===== src/rtl/key_event_pkg.sv =====
// ----------------------------------------------------------------------------
// key_event_pkg
//
// Shared types and helpers for the key event classifier.
//   state_t      : gesture FSM states
//   ms_to_cycles : converts a duration in milliseconds to clock cycles
//   max_int      : larger of two integers, used to size the gesture timer
// ----------------------------------------------------------------------------
package key_event_pkg;

    typedef enum logic [2:0] {
        IDLE,
        PRESSED1,
        WAIT_GAP,
        PRESSED2,
        LONG_HELD
    } state_t;

    // Duration in milliseconds times 1000 times the clock rate in MHz gives
    // the cycle count the classifier compares against.
    function automatic int ms_to_cycles(input int ms, input int mhz);
        return ms * 1000 * mhz;
    endfunction

    // The single shared timer has to cover whichever window is longer.
    function automatic int max_int(input int a, input int b);
        return (a > b) ? a : b;
    endfunction

endpackage


===== src/rtl/key_event_classifier.sv =====
// ----------------------------------------------------------------------------
// key_event_classifier
//
// Sits behind the key debouncer and turns its transition strobes (press,
// release, press, ...) into gesture strobes: single click, double click and
// long press. Also exports the debounced key level.
//
// Ports:
//   clk_i              in   system clock
//   srst_i             in   synchronous reset, active-high
//   key_stb_i          in   one-cycle transition strobe (odd = press,
//                           even = release)
//   key_level_o        out  debounced key level, 1 = held
//   click_stb_o        out  one-cycle strobe per single click
//   double_click_stb_o out  one-cycle strobe per double click
//   long_press_stb_o   out  one-cycle strobe per long press
// ----------------------------------------------------------------------------
module key_event_classifier
    import key_event_pkg::*;
#(
    parameter int CLK_FREQ_MHZ  = 100,
    parameter int LONG_PRESS_MS = 1000,
    parameter int DOUBLE_GAP_MS = 300
) (
    input  logic clk_i,
    input  logic srst_i,
    input  logic key_stb_i,
    output logic key_level_o,
    output logic click_stb_o,
    output logic double_click_stb_o,
    output logic long_press_stb_o
);

    localparam int LONG_CYCLES = ms_to_cycles(LONG_PRESS_MS, CLK_FREQ_MHZ);
    localparam int GAP_CYCLES  = ms_to_cycles(DOUBLE_GAP_MS, CLK_FREQ_MHZ);
    localparam int MAX_CYCLES  = max_int(LONG_CYCLES, GAP_CYCLES);
    localparam int TIMER_W     = $clog2(MAX_CYCLES + 1);

    // The timer is cleared on the edge that enters a timed state, so in the
    // k-th cycle after the triggering strobe it reads k-1. The window closes
    // in the last cycle of the window, i.e. when it reads CYCLES-2, so that
    // the registered strobe lands exactly CYCLES cycles after the trigger.
    localparam logic [TIMER_W-1:0] LONG_LAST = TIMER_W'(LONG_CYCLES - 2);
    localparam logic [TIMER_W-1:0] GAP_LAST  = TIMER_W'(GAP_CYCLES - 2);

    // Both windows need at least two cycles for the expiry arithmetic above.
    generate
        if (LONG_CYCLES < 2) begin : gLongTooShort
            $fatal(1, "key_event_classifier: LONG_CYCLES must be >= 2");
        end
        if (GAP_CYCLES < 2) begin : gGapTooShort
            $fatal(1, "key_event_classifier: GAP_CYCLES must be >= 2");
        end
    endgenerate

    state_t               state_q;
    state_t               state_d;
    logic [TIMER_W-1:0]   timer_q;
    logic [TIMER_W-1:0]   timer_d;
    logic                 keyLevel_q;
    logic                 clickStb_q;
    logic                 clickStb_d;
    logic                 doubleClickStb_q;
    logic                 doubleClickStb_d;
    logic                 longPressStb_q;
    logic                 longPressStb_d;
    logic                 longExpired;
    logic                 gapExpired;
    logic                 timedState;

    assign longExpired = (timer_q == LONG_LAST);
    assign gapExpired  = (timer_q == GAP_LAST);
    assign timedState  = (state_q == PRESSED1) || (state_q == WAIT_GAP) ||
                         (state_q == PRESSED2);

    // State register together with the gesture timer. Reset drops whatever
    // gesture was in flight; upstream is reset alongside, so the next strobe
    // is again a press.
    always_ff @(posedge clk_i) begin
        if (srst_i) begin
            state_q <= IDLE;
            timer_q <= '0;
        end else begin
            state_q <= state_d;
            timer_q <= timer_d;
        end
    end

    // Next-state logic. In every timed state a strobe beats a simultaneous
    // expiry, so the strobe test comes first.
    always_comb begin
        state_d = state_q;
        case (state_q)
            IDLE: begin
                if (key_stb_i) state_d = PRESSED1;
            end
            PRESSED1: begin
                if (key_stb_i)        state_d = WAIT_GAP;
                else if (longExpired) state_d = LONG_HELD;
            end
            WAIT_GAP: begin
                if (key_stb_i)       state_d = PRESSED2;
                else if (gapExpired) state_d = IDLE;
            end
            PRESSED2: begin
                if (key_stb_i)        state_d = IDLE;
                else if (longExpired) state_d = LONG_HELD;
            end
            LONG_HELD: begin
                if (key_stb_i) state_d = IDLE;
            end
            default: state_d = IDLE;
        endcase
    end

    // Gesture timer. Any state change clears it, which covers entry to every
    // timed state. It only counts while a window is open, and each window
    // exits on expiry, so it never wraps.
    always_comb begin
        timer_d = '0;
        if (state_d == state_q && timedState) begin
            timer_d = timer_q + TIMER_W'(1);
        end
    end

    // Output decode: the strobe values to register on this edge. A held
    // second tap reports both the first tap as a click and the hold as a
    // long press in the same cycle.
    always_comb begin
        clickStb_d       = 1'b0;
        doubleClickStb_d = 1'b0;
        longPressStb_d   = 1'b0;
        case (state_q)
            PRESSED1: begin
                if (!key_stb_i && longExpired) longPressStb_d = 1'b1;
            end
            WAIT_GAP: begin
                if (!key_stb_i && gapExpired) clickStb_d = 1'b1;
            end
            PRESSED2: begin
                if (key_stb_i) begin
                    doubleClickStb_d = 1'b1;
                end else if (longExpired) begin
                    clickStb_d     = 1'b1;
                    longPressStb_d = 1'b1;
                end
            end
            default: begin
                clickStb_d       = 1'b0;
                doubleClickStb_d = 1'b0;
                longPressStb_d   = 1'b0;
            end
        endcase
    end

    // Output registers. The key level simply flips on every transition
    // strobe, independent of the gesture state.
    always_ff @(posedge clk_i) begin
        if (srst_i) begin
            keyLevel_q       <= 1'b0;
            clickStb_q       <= 1'b0;
            doubleClickStb_q <= 1'b0;
            longPressStb_q   <= 1'b0;
        end else begin
            keyLevel_q       <= keyLevel_q ^ key_stb_i;
            clickStb_q       <= clickStb_d;
            doubleClickStb_q <= doubleClickStb_d;
            longPressStb_q   <= longPressStb_d;
        end
    end

    assign key_level_o        = keyLevel_q;
    assign click_stb_o        = clickStb_q;
    assign double_click_stb_o = doubleClickStb_q;
    assign long_press_stb_o   = longPressStb_q;

endmodule


===== config.mk =====
export PLATFORM = sky130hd
export DESIGN_NAME = key_event_classifier
export DESIGN_NICKNAME = d
export VERILOG_FILES = /design/src/rtl/key_event_pkg.sv /design/src/rtl/key_event_classifier.sv
export SDC_FILE = /design/constraint.sdc
export NUM_CORES = 1
export LEC_CHECK = 0
export ABC_AREA = 1
export BUFFER_PORTS_ARGS = -buffer_cell sky130_fd_sc_hd__buf_2
export CORE_AREA = 2 2 69 71
export DETAILED_ROUTE_END_ITERATION = 16
export DIE_AREA = 0 0 71 73
export PLACE_DENSITY = 0.74
export SYNTH_ARGS = -nofsm -noshare
export SYNTH_HDL_FRONTEND = slang
export SYNTH_SLANG_ARGS = --single-unit

===== constraint.sdc =====
create_clock -name clk_i -period 1.96 [get_ports clk_i]
set_input_delay 0.098 -clock clk_i [delete_from_list [all_inputs] [get_ports clk_i]]
set_output_delay 0.098 -clock clk_i [all_outputs]
set_load 0.005 [all_outputs]

==> impl_metrics.tcl, run 1 <==
set metrics [dict create \
    status "completed" \
    post_cts_buffers 0 \
    tritoncts "done" \
    antenna_cells 0 \
    drc 0 \
    slew_headroom 0.7428 \
    hold_viol_final 0 \
    htreeDepth 2 \
    start_util 0.4753 \
    wl_per_cell_um 12.36 \
    yosys.area_share.simple 0.4440 \
    power_density_nw_per_um2 598.3 \
    ys_seq_area_frac 0.3157 \
    synth-xor-area-share 0.1056 \
    synth_compound_area_frac 0.01741 \
    row_count 25 \
    synth.distinct_cells 28 \
    vias_per_cell 5.017 \
    fin_cells 350 \
    fin_crit_sh 0.9110 \
    numPortBuffers 6 \
    drtPass1Iterations 4 \
    wirelength_um 4325 \
    drtIter0Drc 91 \
    rsz0062_at_grt "no" \
    grt_usage 0.1878 \
    ir_drop_v 0.0003392 \
    syn_inst 286 \
    clk_latency_ns 0.28 \
    fp.dieH_um 73 \
    setup_viol 0 \
    max-cap-violations 0 \
    postRouteAntennaNets 0 \
    cts_buffers 5 \
    grt_max_degree 28 \
    critPathLaunchType "flop" \
    synth_top_family_by_area "simple AND/OR/NAND/NOR gates" \
    slew_violations 0 \
    ios 7 \
    stdcell_area_um2 2326 \
    placedCellCount 344 \
    gp_congestion 0.9175 \
    clk_pin_slew_ns 0.07 \
    ys_seq_elements 34 \
    postCtsResizedCells 0 \
    crit_fanout 27 \
    min_period_ns 1.786 \
    grt_pass1_wl_um 7603 \
    hp-class "primary input to flop" \
    yosysWarningCount 0 \
    leakage_nw 0.7150 \
    drive_gt1_frac 0.2432 \
    die_x_um 71 \
    max-clock-path-buffers 2 \
    dp_hpwl_um 3143 \
    cp.arrival_ns 1.96 \
    synth_mux_area_frac 0 \
    syn_avg_cell_area_um2 7.538 \
    path_class "flop to flop" \
    fin_skew_ns 0.005900 \
    fp.coreArea_um2 4536 \
    tns_ns 0 \
    worst_slack_ns 0.1744 \
    cp.required_ns 2.13 \
    num_vias 1756 \
    synth_area_um2 2156 \
    area_growth_syn_to_layout_pct 7.893 \
    yosys.area.top_type "dfxtp_1" \
    fmax_ghz 0.5600 \
    worst_slew_pin_slew_ns 0.3828 \
    yosys-top-cells-area "dfxtp_1 (32%), nor3_2 (9.8%), nand2_1 (8.5%)" \
    synth_nets 291 \
    cts_hold_buf 0 \
    fp.dieArea_um2 5183 \
    layout.nets 302 \
    grt_pass1_vias 1685 \
    grt-ovfl-total 0 \
    cts_root_buf "clkbuf_8" \
    cp-end-kind "flop" \
    cts.sinks 34 \
    antenna_found_initial 0 \
    synth_top_area_frac 0.3157 \
    placed_area_um2 2242 \
    synth_fa_ha_area_frac 0.01161 \
    dp_slack_ns 0.1587 \
]
[per-stage QoR]
| step | util | hold slack (ns) | power (mW) |
|---|---|---|---|
| after global placement | 0.4943 | 0.3736 | 0.8947 |
| after global routing | 0.5128 | 0.07995 | 1.452 |
| after floorplan | - | 0.2456 | 0.8800 |
| final | 0.5128 | 0.07950 | 1.392 |
| after detailed placement | 0.4943 | 0.3770 | 0.8989 |
| after CTS | 0.5126 | 0.07013 | 1.409 |
[worst paths after layout]
| path | startpoint | to | slack (ns) | cells past startpoint |
|---|---|---|---|---|
| setup / recovery | timer_q[0] | timer_q[23] | 0.17 | 14 |
| hold / removal | srst_i | state_q[1] | 0.08 | 2 |
| setup reg to reg | timer_q[0] | timer_q[23] | 0.17 | 14 |
| hold reg to reg | timer_q[0] | timer_q[0] | 0.46 | 1 |
[power by group]
group / switching [mW] / total, mW / internal [mW]
Sequential: 0.00850 / 0.707 / 0.699
Clock: 0.238 / 0.508 / 0.271
Combinational: 0.120 / 0.176 / 0.0561
[area by class of cell]
| class | instances | area (um^2) |
|---|---|---|
| clock buffers | 6 | 82.58 |
| fillers | 432 | 2210 |
| inverters | 45 | 168.9 |
| multi-input cells | 202 | 1247 |
| flip-flops and latches | 34 | 681.9 |
| well taps | 54 | 67.56 |
| repair buffers | 9 | 77.57 |
[cells in the final DEF, fill, tap and decap left out]
cell | netlist | layout
nand2_1 | 49 | 49
inv_1 | 43 | 43
dfxtp_1 | 34 | 33
nor2_1 | 31 | 31
nor3_2 | 21 | 21
nor3_1 | 18 | 18
xor2_1 | 18 | 18
nor2_2 | 12 | 12
nand3_1 | 10 | 10
nand2_2 | 9 | 9
xnor2_1 | 8 | 8
nand4_1 | 6 | 6
clkbuf_8 | 0 | 6
buf_2 | 0 | 6
nand3_2 | 5 | 5
inv_2 | 2 | 2
nand3_4 | 2 | 2
a21oi_1 | 2 | 2
nor2_4 | 2 | 2
ha_1 | 2 | 2
buf_12 | 2 | 2
o21ai_0 | 1 | 1
nand4_2 | 1 | 1
a31oi_1 | 1 | 1
nand2_4 | 1 | 1
a211oi_1 | 1 | 1
or2_2 | 1 | 1
o32ai_1 | 1 | 1
buf_4 | 2 | 1
dfxtp_2 | 0 | 1
[cells by family (layout without fill, tap and decap cells)]
group | after synthesis | after routing
AOI/OAI and AO/OA | 6 | 6
xor gates and xnor gates | 26 | 26
adders and majority gates | 2 | 2
buffers and inverters | 50 | 60
DFF | 34 | 34
and+or+nand+nor | 168 | 168
[worst max-delay path: stages, from the launching register on]
cell	delay [ns]
dfxtp_2	0.34
inv_1	0.08
ha_1	0.15
inv_1	0.05
nor2_2	0.13
nand2_1	0.08
nor2_2	0.12
nand2_1	0.07
nand2_2	0.10
nand3_4	0.09
nand2_2	0.07
nand2_2	0.06
nand2_4	0.07
buf_12	0.19
nor3_1	0.06
[routing by layer]
layer	GRT usage	routed length (um)
met4	0.07966	117
met2	0.3084	1993
met5	0	0
met1	0.2440	2041
met3	0.03315	173
[state kept, by name, summed over array words and instances (netlist names)]
signal,flops
long_press_stb_o,1
timer_q,27
click_stb_o,1
key_level_o,1
double_click_stb_o,1
state_q,3
[cells in the mapped netlist (all sizes together)]
cell type	n
clkbuf	1
nor3	39
xor2	18
nand2	59
inv	45
dfxtp	34
ha	2
a31oi	1
o32ai	1
nand4	7
buf	4
nor2	45
or2	1
nand3	17
a21oi	2
o21ai	1
a211oi	1
xnor2	8
Power figures use the tool's default switching activity.
==> inputs of run 2 (changes only) <==
- CELL_PAD_IN_SITES_DETAIL_PLACEMENT: default -> 1
- CELL_PAD_IN_SITES_GLOBAL_PLACEMENT: default -> 2
- CORE_AREA: 2 2 69 71 -> 2 2 84 86
- DIE_AREA: 0 0 71 73 -> 0 0 86 88
- PLACE_DENSITY: 0.74 -> 0.83
- clock period: 1.96 -> 1.59 ns (I/O delays scaled with it)
==> impl_metrics.tcl, run 2 (synthesized netlist as in run 1, its figures left out) <==
set metrics [dict create \
    start_util 0.3245 \
    drtIter0Drc 63 \
    gp_congestion 0.8099 \
    fp.dieH_um 88 \
    grt-ovfl-total 0 \
    cp.required_ns 1.81 \
    largest_reg_flops 27 \
    min_period_ns 1.767 \
    postRouteAntennaNets 0 \
    wirelength_um 6665 \
    regMostFlops "timer_q" \
    holdPathEnd "state_q[1]" \
    clk_latency_ns 0.29 \
    tritoncts "done" \
    r2r-end "timer_q[22]" \
    violations "setup timing" \
    hp-class "primary input to flop" \
    max-clock-path-buffers 2 \
    holdPathStages 2 \
    max-cap-violations 0 \
    wl_per_cell_um 15.11 \
    clk_pin_slew_ns 0.08 \
    fp.dieArea_um2 7568 \
    worst_slew_pin_slew_ns 0.2925 \
    vias_per_cell 4.710 \
    fin_skew_ns 0.004167 \
    drive_gt1_frac 0.4211 \
    cts.sinks 34 \
    slew_headroom 0.8043 \
    slew_violations 0 \
    fp.coreArea_um2 6644 \
    fill_cells 832 \
    layout.nets 365 \
    numPortBuffers 6 \
    hold_start "srst_i" \
    drc 0 \
    critPathMaxStageDelay_ns 0.37 \
    cp-end-kind "flop" \
    worst_path_max_delay_cell "dfxtp_1" \
    grt_pass1_vias 2154 \
    setup_viol 28 \
    final_common_cell "buf_4" \
    dp_slack_ns -0.2355 \
    hold_viol_final 0 \
    reg2reg_from "state_q[0]" \
    grt_usage 0.1836 \
    post-route-util 0.4582 \
    htreeDepth 2 \
    cp.arrival_ns 1.98 \
    critPathLaunchType "flop" \
    route.met3.wl_um 136 \
    status "finished, violations left" \
    fmax_ghz 0.5660 \
    rrSetupSlack_ns -0.18 \
    top_layer_used "met4" \
    r2r_cells 8 \
    leakage_nw 1.094 \
    die_x_um 86 \
    num_vias 2077 \
    rsz0062_at_grt "yes" \
    grt_max_degree 15 \
    ios 7 \
    ir_drop_v 0.0003279 \
    dr_wl_met2_um 3272 \
    antenna_found_initial 0 \
    grt_pass1_wl_um 10470 \
    path_class "flop to flop" \
    reg_top3 "timer_q x27, state_q x3" \
    antenna_cells 0 \
    final_cell_mix "buf_4 (59), nand2_1 (46), inv_1 (41), dfxtp_1 (32), nor2_1 (30)" \
    worst_slack_ns -0.1767 \
    cts_buffers 5 \
    area_growth_syn_to_layout_pct 41.21 \
    power_density_nw_per_um2 686.9 \
    row_count 30 \
    drtPass1Iterations 4 \
    fin_crit_sh 1.111 \
    crit_fanout 14 \
    cts_root_buf "clkbuf_8" \
    path_cells "inv_1 > nand3_1 > o21ai_0 > nand2_1 > nand4_2 > nand3_4 > buf_12 > nor3_1" \
    met1_length_um 3098 \
    dp_hpwl_um 4735 \
]
## run 2: per-stage QoR
stage / hold WS, ns / area (um^2) / setup TNS [ns] / power [mW] / std cells
2_1_floorplan: 0.2271 / 2166 / 0 / 1.088 / 286
3_3_place_gp: 0.3610 / 2715 / -4.159 / 1.160 / 425
3_5_place_dp: 0.3588 / 2715 / -5.736 / 1.169 / 425
4_1_cts: 0.05109 / 2902 / -4.576 / 2.045 / 437
5_1_grt: 0.06958 / 3044 / -6.428 / 2.181 / 441
6_report: 0.07137 / 3044 / -4.267 / 2.091 / 441
## run 2: metal layers
layer / vias up / GRT usage
li1: 1046 / -
met1: 998 / 0.2300
met2: 20 / 0.3178
met3: 13 / 0.03393
met4: 0 / 0.06061
met5: - / 0
## run 2: how the worst max path moves through the flow
stage	cells past startpoint	startpoint	end	slack, ns
after CTS	14	timer_q[0]	timer_q[12]	-0.19
after detailed placement	14	timer_q[0]	timer_q[25]	-0.24
after floorplan	14	timer_q[0]	timer_q[5]	0.0002
after global routing	14	timer_q[0]	timer_q[21]	-0.24
final	8	state_q[0]	timer_q[22]	-0.18
after global placement	14	timer_q[0]	timer_q[21]	-0.17
## run 2: cell type report
class	count	area [um^2]	area share
clock buffers	5	68.82	0.02261
inverters	45	168.9	0.05549
well taps	80	100.1	0.03288
clock inverters	3	40.04	0.01315
flip-flops and latches	34	683.2	0.2244
repair buffers	72	630.6	0.2072
multi-input cells	202	1353	0.4443
## run 2: where the power goes
| group | total [mW] | switching [mW] | leakage [nW] | internal (mW) |
|---|---|---|---|---|
| sequential | 0.872 | 0.0119 | 0.275 | 0.860 |
| clock | 0.819 | 0.357 | 0.0579 | 0.462 |
| combinational | 0.400 | 0.216 | 0.761 | 0.184 |
| total | 2.09 | 0.585 | 1.09 | 1.51 |
## run 2: worst max-delay path: cells and delay by family, from the launching register on
kind | cells | cell delay [ns]
compound gates | 1 | 0.16
buf+inv | 2 | 0.38
flops | 1 | 0.37
simple gates | 5 | 0.77
## run 2: timing repair
item / 4_1_cts / 5_1_grt
setup buffers: 3 / 2
setup endpoints to repair: 27 / 29
resized for setup: 7 / 16
pin swaps: 2 / 9
hold buffers: 0 / 0
cloned: 1 / 2
==> inputs of run 3 (changes only) <==
- BUFFER_PORTS_ARGS: -buffer_cell sky130_fd_sc_hd__buf_2 -> default
- CORE_AREA: 2 2 84 86 -> 2 2 83 85
- DIE_AREA: 0 0 86 88 -> 0 0 85 87
- DONT_BUFFER_PORTS: default -> 1
==> impl_metrics.tcl, run 3 (synthesized netlist as in run 1, its figures left out) <==
set metrics [dict create \
    power_mw 2.082 \
    clk_pin_slew_ns 0.07 \
    status "finished, violations left" \
    grt_max_degree 15 \
    crit_fanout 6 \
    tns_ns -3.492 \
    leakage_nw 1.066 \
    drtIter0Drc 43 \
    final_common_cell "buf_4" \
    rrSetupSlack_ns -0.15 \
    htreeDepth 2 \
    grt_usage 0.1758 \
    reg2reg_from "timer_q[0]" \
    slew_headroom 0.7937 \
    fp.coreArea_um2 6569 \
    max-cap-violations 0 \
    numPortBuffers 0 \
    hp-class "primary input to flop" \
    layout.nets 358 \
    holdPathStages 3 \
    setup_viol 28 \
    wirelength_um 6470 \
    ir_drop_v 0.0003737 \
    p_clk_frac 0.400 \
    max-clock-path-buffers 2 \
    area_growth_syn_to_layout_pct 40.80 \
    worst_slack_ns -0.1486 \
    drc 0 \
    cp.required_ns 1.77 \
    p_sw_uw 549.0 \
    cts.sinks 34 \
    largest_reg_flops 27 \
    fmax_ghz 0.5752 \
    row_count 30 \
    antenna_found_initial 0 \
    num_vias 2041 \
    path_class "flop to flop" \
    antenna_cells 0 \
    p_int_mw 1.533 \
    power_density_nw_per_um2 686.0 \
    clk_latency_ns 0.28 \
    cp-end-kind "flop" \
    regMostFlops "timer_q" \
    startpoint "timer_q[0]" \
    grt_pass1_vias 2179 \
    path_cells "inv_2 > ha_4 > inv_2 > nor2_4 > nand2_2 > nor2_4 > nand3_2 > nand2_2 > nand3_4 > nand2_4 > nand2_4 > nand2_8 > clkbuf_16 > nor3_1" \
    cts_root_buf "clkbuf_8" \
    grt_pass1_wl_um 10250 \
    r2r-end "timer_q[22]" \
    cts_buffers 5 \
    worst-path-stages 14 \
    start_util 0.3282 \
    endpoint "timer_q[22]" \
    reg_top3 "timer_q x27, state_q x3" \
    wl_per_cell_um 14.94 \
    critPathMaxStageDelay_ns 0.34 \
    violations "setup timing" \
    swShare 0.2637 \
    die_x_um 85 \
    power_frac_seq 0.419 \
    ios 7 \
    cp_top_family "simple AND/OR/NAND/NOR gates" \
    gp_congestion 0.7979 \
    tritoncts "done" \
    postRouteAntennaNets 0 \
    combPwrFrac 0.181 \
    slew_violations 0 \
    path_buf_inv 3 \
    whs_ns 0.08304 \
    worst_path_max_delay_cell "dfxtp_2" \
    min_period_ns 1.739 \
    dp_slack_ns -0.1696 \
    final_cell_mix "buf_4 (55), nand2_1 (47), inv_1 (41), dfxtp_1 (31), nor2_1 (28)" \
    fp.dieH_um 87 \
    critPathLaunchType "flop" \
    post-route-util 0.4621 \
    fin_skew_ns 0.004748 \
    worst_slew_pin_slew_ns 0.3095 \
    vias_per_cell 4.714 \
    drtPass1Iterations 3 \
    grt-ovfl-total 0 \
    cp.arrival_ns 1.92 \
    fin_crit_sh 1.093 \
    rsz0062_at_grt "yes" \
    dp_hpwl_um 4735 \
    r2r_cells 14 \
    drive_gt1_frac 0.4079 \
    fp.dieArea_um2 7395 \
    hold_viol_final 0 \
]
-- run 3: cell type report --
| cell class | count | area [um^2] |
|---|---|---|
| Fill cell | 793 | 3533 |
| Tap cell | 80 | 100.1 |
| Clock buffer | 6 | 82.58 |
| Inverter | 45 | 168.9 |
| Clock inverter | 1 | 30.03 |
| Multi-Input combinational cell | 202 | 1376 |
| Sequential cell | 34 | 684.4 |
| Timing Repair Buffer | 65 | 593.1 |
-- run 3: worst min-delay path by stage --
stage / startpoint / to / slack [ns]
after CTS: key_stb_i / double_click_stb_o / 0.07
after global routing: key_stb_i / double_click_stb_o / 0.14
final: key_stb_i / state_q[2] / 0.08
after detailed placement: srst_i / state_q[1] / 0.15
after global placement: srst_i / state_q[1] / 0.15
after floorplan: key_stb_i / key_level_o / 0.23
-- run 3: worst min-delay path, delay by kind of cell --
kind            cells  cell delay [ns]
buf+inv             1             0.09
simple gates        1             0.09
compound gates      1             0.06
-- run 3: layer usage --
layer  global-route usage  wire length, um  share of wire  vias to the layer above
met5                    0                0              0                        -
met1               0.2191             2947           0.46                      991
met3              0.03128               88          0.014                        9
li1                     -                -              -                     1027
met4              0.04040               87          0.013                        0
met2               0.3153             3347           0.52                       14
-- run 3: power by group through the flow --
stage	clock, mW	combinational [mW]	sequential, mW
2_1_floorplan	0	0.199	0.890
3_3_place_gp	0	0.256	0.892
3_5_place_dp	0	0.259	0.892
4_1_cts	0.848	0.271	0.872
5_1_grt	0.882	0.404	0.874
6_report	0.832	0.378	0.873
-- run 3: what timing repair did --
action,in CTS,in global routing
cloned,0,2
hold endpoints to repair,7,0
buffers inserted,1,1
gates resized for setup,3,25
hold buffers,3,0
pin swaps,1,8
endpoints found under the setup margin,27,29
-- run 3: through the flow --
stage / cell area (um^2) / std cells
2_1_floorplan: 2166 / 286
3_3_place_gp: 2698 / 419
3_5_place_dp: 2698 / 419
4_1_cts: 2856 / 430
5_1_grt: 3035 / 433
6_report: 3035 / 433
